`config.mk`:
```
export PLATFORM = sky130hd
export DESIGN_NAME = tc_timer_flat
export DESIGN_NICKNAME = d
export VERILOG_FILES = /design/src/rtl/tc_timer_if.sv /design/src/rtl/tc_timer.sv /design/src/flat_wrapper.sv
export SDC_FILE = /design/constraint.sdc
export NUM_CORES = 1
export LEC_CHECK = 0
export ABC_CLOCK_PERIOD_IN_PS = 3900
export CORE_ASPECT_RATIO = 0.9
export CORE_UTILIZATION = 54
export CTS_CLUSTER_SIZE = 30
export DETAILED_ROUTE_END_ITERATION = 12
export PLACE_DENSITY = 0.95
export SYNTH_ARGS = -nofsm -noshare
export SYNTH_HDL_FRONTEND = slang
export SYNTH_SLANG_ARGS = --single-unit
```
`constraint.sdc`:
```
create_clock -name clk -period 3.9 [get_ports clk]
set_input_delay 0.975 -clock clk [delete_from_list [all_inputs] [get_ports clk]]
set_output_delay 0.975 -clock clk [all_outputs]
set_load 0.02 [all_outputs]
```
`src/rtl/tc_timer_if.sv`:
```
// CPU data-port view of the timer register window.
// The CPU side drives the request, the timer returns read data and irq.
interface tc_timer_if;
    logic [31:0] addr;
    logic        we;
    logic [3:0]  byteen;
    logic [31:0] wdata;
    logic [31:0] rdata;
    logic        irq;

    modport master (
        output addr,
        output we,
        output byteen,
        output wdata,
        input  rdata,
        input  irq
    );

    modport slave (
        input  addr,
        input  we,
        input  byteen,
        input  wdata,
        output rdata,
        output irq
    );
endinterface

```
`src/rtl/tc_timer.sv`:
```
// Memory-mapped down-counting timer with one-shot and auto-reload modes.
// Registers: CTRL (EN, MODE, IM), PRESET, read-only COUNT.
module tc_timer #(
    parameter logic [31:0] BASE = 32'h0000_7F00
) (
    input  logic       clk,
    input  logic       reset,
    tc_timer_if.slave  bus
);

    typedef enum logic [1:0] {
        S_IDLE,
        S_LOAD,
        S_CNT,
        S_INT
    } state_t;

    state_t      state;
    state_t      state_nxt;
    logic        en;
    logic [1:0]  mode;
    logic        im;
    logic [31:0] preset;
    logic [31:0] count;
    logic [31:0] count_nxt;
    logic        irq_flag;
    logic        set_flag;
    logic        leave_int;

    logic        hit;
    logic [1:0]  sel;
    logic        wr_ok;
    logic        ctrl_wr;
    logic        preset_wr;
    logic        auto_reload;
    logic        unused_addr;

    assign hit         = (bus.addr[31:4] == BASE[31:4]);
    assign sel         = bus.addr[3:2];
    assign wr_ok       = hit && bus.we && (bus.byteen == 4'b1111);
    assign ctrl_wr     = wr_ok && (sel == 2'd0);
    assign preset_wr   = wr_ok && (sel == 2'd1);
    assign auto_reload = (mode == 2'b01);
    assign unused_addr = ^bus.addr[1:0];

    always_comb begin
        state_nxt = state;
        count_nxt = count;
        set_flag  = 1'b0;
        leave_int = 1'b0;
        unique case (state)
            S_IDLE: begin
                if (en) begin
                    state_nxt = S_LOAD;
                end
            end
            S_LOAD: begin
                count_nxt = preset;
                state_nxt = S_CNT;
            end
            S_CNT: begin
                if (!en) begin
                    state_nxt = S_IDLE;
                end else if (count > 32'd1) begin
                    count_nxt = count - 32'd1;
                end else begin
                    // PRESET 0 lands here too and expires like PRESET 1
                    count_nxt = 32'd0;
                    state_nxt = S_INT;
                    set_flag  = 1'b1;
                end
            end
            S_INT: begin
                state_nxt = S_IDLE;
                leave_int = 1'b1;
            end
            default: begin
                state_nxt = S_IDLE;
            end
        endcase
    end

    always_ff @(posedge clk) begin
        if (reset) begin
            state    <= S_IDLE;
            count    <= 32'd0;
            en       <= 1'b0;
            mode     <= 2'b00;
            im       <= 1'b0;
            preset   <= 32'd0;
            irq_flag <= 1'b0;
        end else begin
            state <= state_nxt;
            count <= count_nxt;
            // A bus write to CTRL overrides the one-shot EN clear
            if (ctrl_wr) begin
                en   <= bus.wdata[0];
                mode <= bus.wdata[2:1];
                im   <= bus.wdata[3];
            end else if (leave_int && !auto_reload) begin
                en <= 1'b0;
            end
            if (preset_wr) begin
                preset <= bus.wdata;
            end
            if (set_flag) begin
                irq_flag <= 1'b1;
            end else if (ctrl_wr || (leave_int && auto_reload)) begin
                irq_flag <= 1'b0;
            end
        end
    end

    always_comb begin
        bus.rdata = 32'd0;
        if (hit) begin
            case (sel)
                2'd0:    bus.rdata = {28'd0, im, mode, en};
                2'd1:    bus.rdata = preset;
                2'd2:    bus.rdata = count;
                default: bus.rdata = 32'd0;
            endcase
        end
    end

    assign bus.irq = irq_flag && im;

endmodule

```
`src/flat_wrapper.sv`:
```
// flat-port wrapper written by rule: the top's interface ports become plain ports
module tc_timer_flat 
#(
    parameter logic [31:0] BASE = 32'h0000_7F00
)
  (clk, reset, bus_addr, bus_we, bus_byteen, bus_wdata, bus_rdata, bus_irq);
  tc_timer_if bus_i ();
  input  logic clk;
  input  logic reset;
  input wire logic [$bits(bus_i.addr)-1:0] bus_addr;
  input wire logic [$bits(bus_i.we)-1:0] bus_we;
  input wire logic [$bits(bus_i.byteen)-1:0] bus_byteen;
  input wire logic [$bits(bus_i.wdata)-1:0] bus_wdata;
  output wire logic [$bits(bus_i.rdata)-1:0] bus_rdata;
  output wire logic [$bits(bus_i.irq)-1:0] bus_irq;
  assign bus_i.addr = bus_addr;
  assign bus_i.we = bus_we;
  assign bus_i.byteen = bus_byteen;
  assign bus_i.wdata = bus_wdata;
  assign bus_rdata = bus_i.rdata;
  assign bus_irq = bus_i.irq;
  tc_timer #(.BASE(BASE)) u_core (.clk(clk), .reset(reset), .bus(bus_i));
endmodule
```
==> results.json, run 1 <==
{
  "slew_headroom_pct": 48.6,
  "antenna_found_initial": 0,
  "postCtsSetupBuffers": 0,
  "clock_latency_ns": 0.36,
  "synth_seq_area_share_pct": 33.4,
  "cts_buffer_depth": 2,
  "max_freq_ghz": 0.263,
  "grt_pass1_wl_um": 21000,
  "endpoint": "bus_rdata[0]",
  "path_max_fanout": 32,
  "ff2ff_setup_slack_ns": 1.20,
  "setup_viol": 0,
  "rr_worst_depth": 7,
  "grt_max_degree": 42,
  "drc_errors": 0,
  "std_cell_rows": 30,
  "period_minus_slack_ns": 3.81,
  "final_net_count": 683,
  "cp-end-kind": "primary output",
  "peakVddDrop_mv": 0.203,
  "synthCells": 530,
  "die_h_um": 86.3,
  "cts_tree": "yes",
  "mostFrequentLayoutCells": "102 x nor2_1, 71 x dfxtp_1, 68 x clkdlybuf4s50_1",
  "crit_type": "primary input to primary output",
  "overflow": 0,
  "drv_slew": 0,
  "place.port_buffers": 101,
  "coreArea_um2": 7580,
  "p_seq_share_pct": 48.7,
  "yosys_most_used_dff": "dfxtp_1",
  "dp_slack_ns": -0.230,
  "hold_viol_final": 0,
  "drv_cap": 0,
  "synth-edff-count": 0,
  "syn_nets": 603,
  "power.density_nw_per_um2": 271,
  "initialDrtViolationCount": 426,
  "clockPowerShare_pct": 43.7,
  "status": "complete, no violations",
  "cts_hold_buf": 0,
  "p_switching_mw": 0.333,
  "ys_types": 62,
  "cts.clk_slew.worst_paths_ns": 0.07,
  "die_w_um": 95.6,
  "area_growth_pct": 28.6,
  "cts_made_buffers": 9,
  "layout_commonest_cell": "nor2_1",
  "finClkSkew_ns": 0.00579,
  "drtAntennaViolNets": 0,
  "hpwlAfterDp_um": 8870,
  "p_int_mw": 1.15,
  "io_pins": 104,
  "cts_sinks": 71,
  "critPathRequiredTime_ns": 2.92,
  "syn_area_per_cell_um2": 8.04,
  "crit_start": "bus_addr[12]",
  "r2r_end": "u_core.count[30]",
  "drive_above_1_share_pct": 11.9,
  "setup_ws_ns": 0.0907,
  "start_util_pct": 56.2,
  "fin_crit_sh_pct": 97.7,
  "fillers": 585,
  "worstMarginPinSlew_ns": 0.771,
  "vias": 4628,
  "synthArstFlopShare_pct": 0,
  "synth_warnings": 0,
  "die-area_um2": 8250,
  "power_mw": 1.49,
  "cp-start-kind": "primary input",
  "grt_pass1_vias": 4387,
  "wl_um": 13100,
  "htreeDepth": 3,
  "combinationalPowerShare_pct": 7.6,
  "hold_ws_ns": 0.522,
  "cellLeakagePower_nw": 2.03,
  "drt_pass1_iterations": 6,
  "arrival_ns": 2.83,
  "synth_seq_cells": 71,
  "hp-class": "register to register",
  "antenna-diode-count": 0,
  "routabilityCongestion": 0.867,
  "via_per_inst": 6.51,
  "swShare_pct": 22.4,
  "netlist_area_um2": 4260,
  "clock-root-buffer": "clkbuf_8",
  "wl_per_cell_um": 18.4,
  "worstReg2RegStart": "u_core.count[0]",
  "globalRouteTotalUtil_pct": 32.6
}
cell usage after synthesis, drive strengths merged, types with 2 or more instances:
master,instances,area (um2)
or2,3,18.8
o21a,2,15.0
xor2,2,17.5
or4,2,15.0
dfxtp,71,1420
nand2,21,78.8
nand3,6,30.0
a211oi,20,155
o22ai,2,12.5
a31o,7,61.3
a21oi,27,135
nand2b,5,31.3
ha,2,25.0
mux2i,41,410
and3,2,12.5
xnor2,3,26.3
and2,3,18.8
a21o,10,75.1
a41o,3,30.0
nand4,8,65.1
nor3,13,76.3
inv,5,18.8
nor4b,5,65.1
o31ai,9,86.3
nor2,102,383
nor2b,4,25.0
a31oi,3,18.8
a22oi,32,240
clkbuf,36,135
o21ai,30,150
nand4b,2,17.5
o41ai,5,43.8
or3,6,37.5
buf,10,56.3
nor4,13,118
cell families (layout without fill, tap and decap cells):
group,Yosys count,in the layout,synth area share [%]
AOI/OAI and AO/OA,158,158,25.7
xor gates and xnor gates,5,5,1.03
adders and majority gates,2,2,0.587
DFF,71,71,33.4
and+or+nand+nor,202,202,24.8
muxes,41,41,9.64
buffers and inverters,51,136,4.94
how the worst min path moves through the flow:
| stage | start | endpoint | depth (start not counted) |
|---|---|---|---|
| 4_1_cts | u_core.mode[1] | u_core.mode[1] | 2 |
| 2_1_floorplan | u_core.mode[1] | u_core.mode[1] | 2 |
| 5_1_grt | u_core.preset[4] | u_core.preset[4] | 2 |
| 6_report | u_core.mode[1] | u_core.mode[1] | 2 |
| 3_3_place_gp | u_core.mode[1] | u_core.mode[1] | 2 |
| 3_5_place_dp | u_core.mode[1] | u_core.mode[1] | 2 |
worst max-delay path, stage by stage:
cell	delay, ns
clkdlybuf4s50_1	0.44
nor4bb_1	0.31
nand4_1	0.14
or2_2	0.34
buf_12	0.17
nor2_1	0.12
clkdlybuf4s15_1	0.30
power by group through the flow:
stage | Sequential (mW) | Combinational, mW | Clock (mW)
3_3_place_gp | 0.741 | 0.107 | 0
3_5_place_dp | 0.741 | 0.109 | 0
2_1_floorplan | 0.741 | 0.0271 | 0
4_1_cts | 0.724 | 0.110 | 0.647
6_report | 0.724 | 0.112 | 0.649
5_1_grt | 0.724 | 0.120 | 0.682
final cells by class:
class | instances | area, um2 | area share, %
well taps | 96 | 120 | 2.19
flip-flops and latches | 71 | 1420 | 25.9
clock buffers | 10 | 128 | 2.33
repair buffers | 115 | 1050 | 19.1
multi-input cells | 408 | 2660 | 48.5
clock inverters | 6 | 85.1 | 1.55
inverters | 5 | 18.8 | 0.343
routing by layer:
metal	GRT usage (%)	routed length, um	vias up
met5	0	0	-
met4	11.8	333	0
met3	7.54	1640	44
met2	53.7	6070	331
met1	41.7	5060	2134
li1	-	-	2119
flip-flops by register name, summed over array words and instances (netlist names):
| signal | flops |
|---|---|
| u_core.preset | 32 |
| u_core.im | 1 |
| u_core.en | 1 |
| u_core.state | 2 |
| u_core.mode | 2 |
| u_core.irq_flag | 1 |
| u_core.count | 32 |
stage by stage:
stage / utilization [%] / TNS, ns / instances / area [um2]
CTS: 72.7 / 0 / 711 / 5510
detailed placement: 70.4 / -6.15 / 695 / 5340
floorplan: - / 0 / 530 / 4260
global route: 72.3 / -0.273 / 711 / 5480
global placement: 70.4 / -5.35 / 695 / 5340
finish: 72.3 / 0 / 711 / 5480
what timing repair did:
| action | CTS | global route |
|---|---|---|
| pin swaps | 0 | 0 |
| resized for setup | 32 | 48 |
| endpoints found under the setup margin | 32 | 32 |
| hold endpoints to repair | 0 | 0 |
| cloned | 0 | 0 |
(Power assumes the default switching activity.)
==> run 2, diff against run 1 <==
--- a/config.mk
+++ b/config.mk
@@ -10,7 +10,7 @@
 export CORE_UTILIZATION = 54
 export CTS_CLUSTER_SIZE = 30
 export DETAILED_ROUTE_END_ITERATION = 12
-export PLACE_DENSITY = 0.95
+export PLACE_DENSITY = 0.85
 export SYNTH_ARGS = -nofsm -noshare
 export SYNTH_HDL_FRONTEND = slang
 export SYNTH_SLANG_ARGS = --single-unit
==> run 2 against run 1 <==
  * Utilization barely moved
  * Clock-buffer cell count rose by 2
  * Clock skew rose by 0.0061 ns
  * Critical path type unchanged
==> results.json, run 2 (synthesis results as in run 1) <==
{
  "layout_commonest_cell": "nor2_1",
  "drc_errors": 0,
  "setup_ws_ns": 0.0893,
  "drv_cap": 0,
  "cp-start-kind": "primary input",
  "cts.clk_slew.worst_paths_ns": 0.07,
  "status": "complete, no violations",
  "globalRouteTotalUtil_pct": 31.1,
  "layout.cells.non_filler": 713,
  "reg_top3": "u_core.count (32), u_core.preset (32)",
  "cts_buffer_depth": 2,
  "antenna-diode-count": 0,
  "hp-class": "register to register",
  "std_cell_rows": 30,
  "drt_pass1_iterations": 5,
  "antenna_found_initial": 0,
  "grt_use_met1_pct": 39.9,
  "cts_sinks": 71,
  "dpl_cell_area_um2": 5350,
  "slew_headroom_pct": 43.6,
  "fin_tns_setup_ns": 0,
  "period_minus_slack_ns": 3.81,
  "die_h_um": 86.3,
  "cts_tree": "yes",
  "crit_type": "primary input to primary output",
  "grt.met3_usage_pct": 7.89,
  "final_net_count": 685,
  "peakVddDrop_mv": 0.335,
  "fin_crit_sh_pct": 97.7,
  "clock-root-buffer": "clkbuf_8",
  "drtAntennaViolNets": 0,
  "overflow": 0,
  "arrival_ns": 2.84,
  "post-route-cell-area_um2": 5480,
  "htreeDepth": 3,
  "fillers": 614,
  "clock_latency_ns": 0.36,
  "slowest_stage": "clkdlybuf4s50_1",
  "path_cells": "clkdlybuf4s50_1 -> nor4b_2 -> nand4_1 -> or2_2 -> buf_12 -> nor2_1 -> clkdlybuf4s15_1",
  "grt_pass1_wl_um": 20100,
  "power_mw": 1.53,
  "critPathRequiredTime_ns": 2.92,
  "drive_above_1_share_pct": 13.5,
  "max_freq_ghz": 0.262,
  "mostFrequentLayoutCells": "102 x nor2_1, 71 x dfxtp_1, 68 x clkdlybuf4s50_1",
  "drv_slew": 0,
  "critical_path_buf_inv_count": 3,
  "path_delay_family": "buffers and inverters",
  "path_max_fanout": 32,
  "cts_made_buffers": 9,
  "gr-max-usage-layer": "met2",
  "coreArea_um2": 7580,
  "worstMarginPinSlew_ns": 0.841,
  "hpwlAfterDp_um": 8640,
  "cp-end-kind": "primary output",
  "grt_pass1_vias": 4288,
  "dp.cells": 697,
  "use_met2_pct": 51.4,
  "slowest_delay_ns": 0.44,
  "initialDrtViolationCount": 441,
  "io_pins": 104,
  "setup_viol": 0,
  "die-area_um2": 8250,
  "cellLeakagePower_nw": 2.04,
  "dp_slack_ns": -0.287,
  "area_growth_pct": 28.7,
  "grt_max_degree": 42,
  "wl_um": 12600,
  "place.port_buffers": 101,
  "finClkSkew_ns": 0.0119,
  "wl_per_cell_um": 17.6,
  "power.density_nw_per_um2": 280,
  "routabilityCongestion": 0.903,
  "start_util_pct": 56.2,
  "die_w_um": 95.6,
  "via_per_inst": 6.37,
  "vias": 4540,
  "hold_viol_final": 0
}
==> run 2: metrics by stage <==
step / utilization, % / hold WS [ns]
after CTS: 73.3 / 0.526
after global routing: 72.3 / 0.561
after global placement: 70.6 / 0.494
after detailed placement: 70.6 / 0.510
after floorplan: - / 0.473
final: 72.3 / 0.526
==> run 2: worst min-delay path, stage by stage, from the launching register on <==
cell	delay, ns
dfxtp_1	0.34
mux2i_1	0.07
nor2_1	0.08
==> run 2: timing repair <==
action,in CTS,in global routing
hold buffers,0,0
gates resized for setup,32,58
setup endpoints to repair,32,32
setup buffers,0,0
hold endpoints to repair,0,0
pin swaps,0,1
==> run 2: layout make-up <==
type                            count  area (um2)  area share [%]
Tap cell                           96         120            2.19
Multi-Input combinational cell    408        2650            48.4
Clock inverter                      4        76.3            1.39
Sequential cell                    71        1420            25.9
Timing Repair Buffer              117        1020            18.7
Inverter                            5        18.8           0.342
Clock buffer                       12         165            3.01
==> run 2: where the power goes <==
part	leakage, nW	switching (mW)	internal (mW)	total, mW
Combinational	1.35	0.0406	0.0699	0.110
Clock	0.119	0.285	0.414	0.699
Sequential	0.571	0.0000000000255	0.724	0.724
Total	2.04	0.326	1.21	1.53
==> run 2: metal layers <==
| metal | vias to the layer above | wire length [um] |
|---|---|---|
| met4 | 0 | 168 |
| met3 | 30 | 1370 |
| met2 | 264 | 5890 |
| li1 | 2126 | - |
| met5 | - | 0 |
| met1 | 2120 | 5130 |
==> run 2: final timing paths <==
path                                        from                to  slack, ns  cells after the start
worst max-delay path                bus_addr[17]     bus_rdata[21]       0.09                      7
worst min-delay path            u_core.preset[5]  u_core.preset[5]       0.53                      2
worst max register to register  u_core.count[25]  u_core.count[15]       1.13                      6
worst min register to register  u_core.preset[5]  u_core.preset[5]       0.53                      2
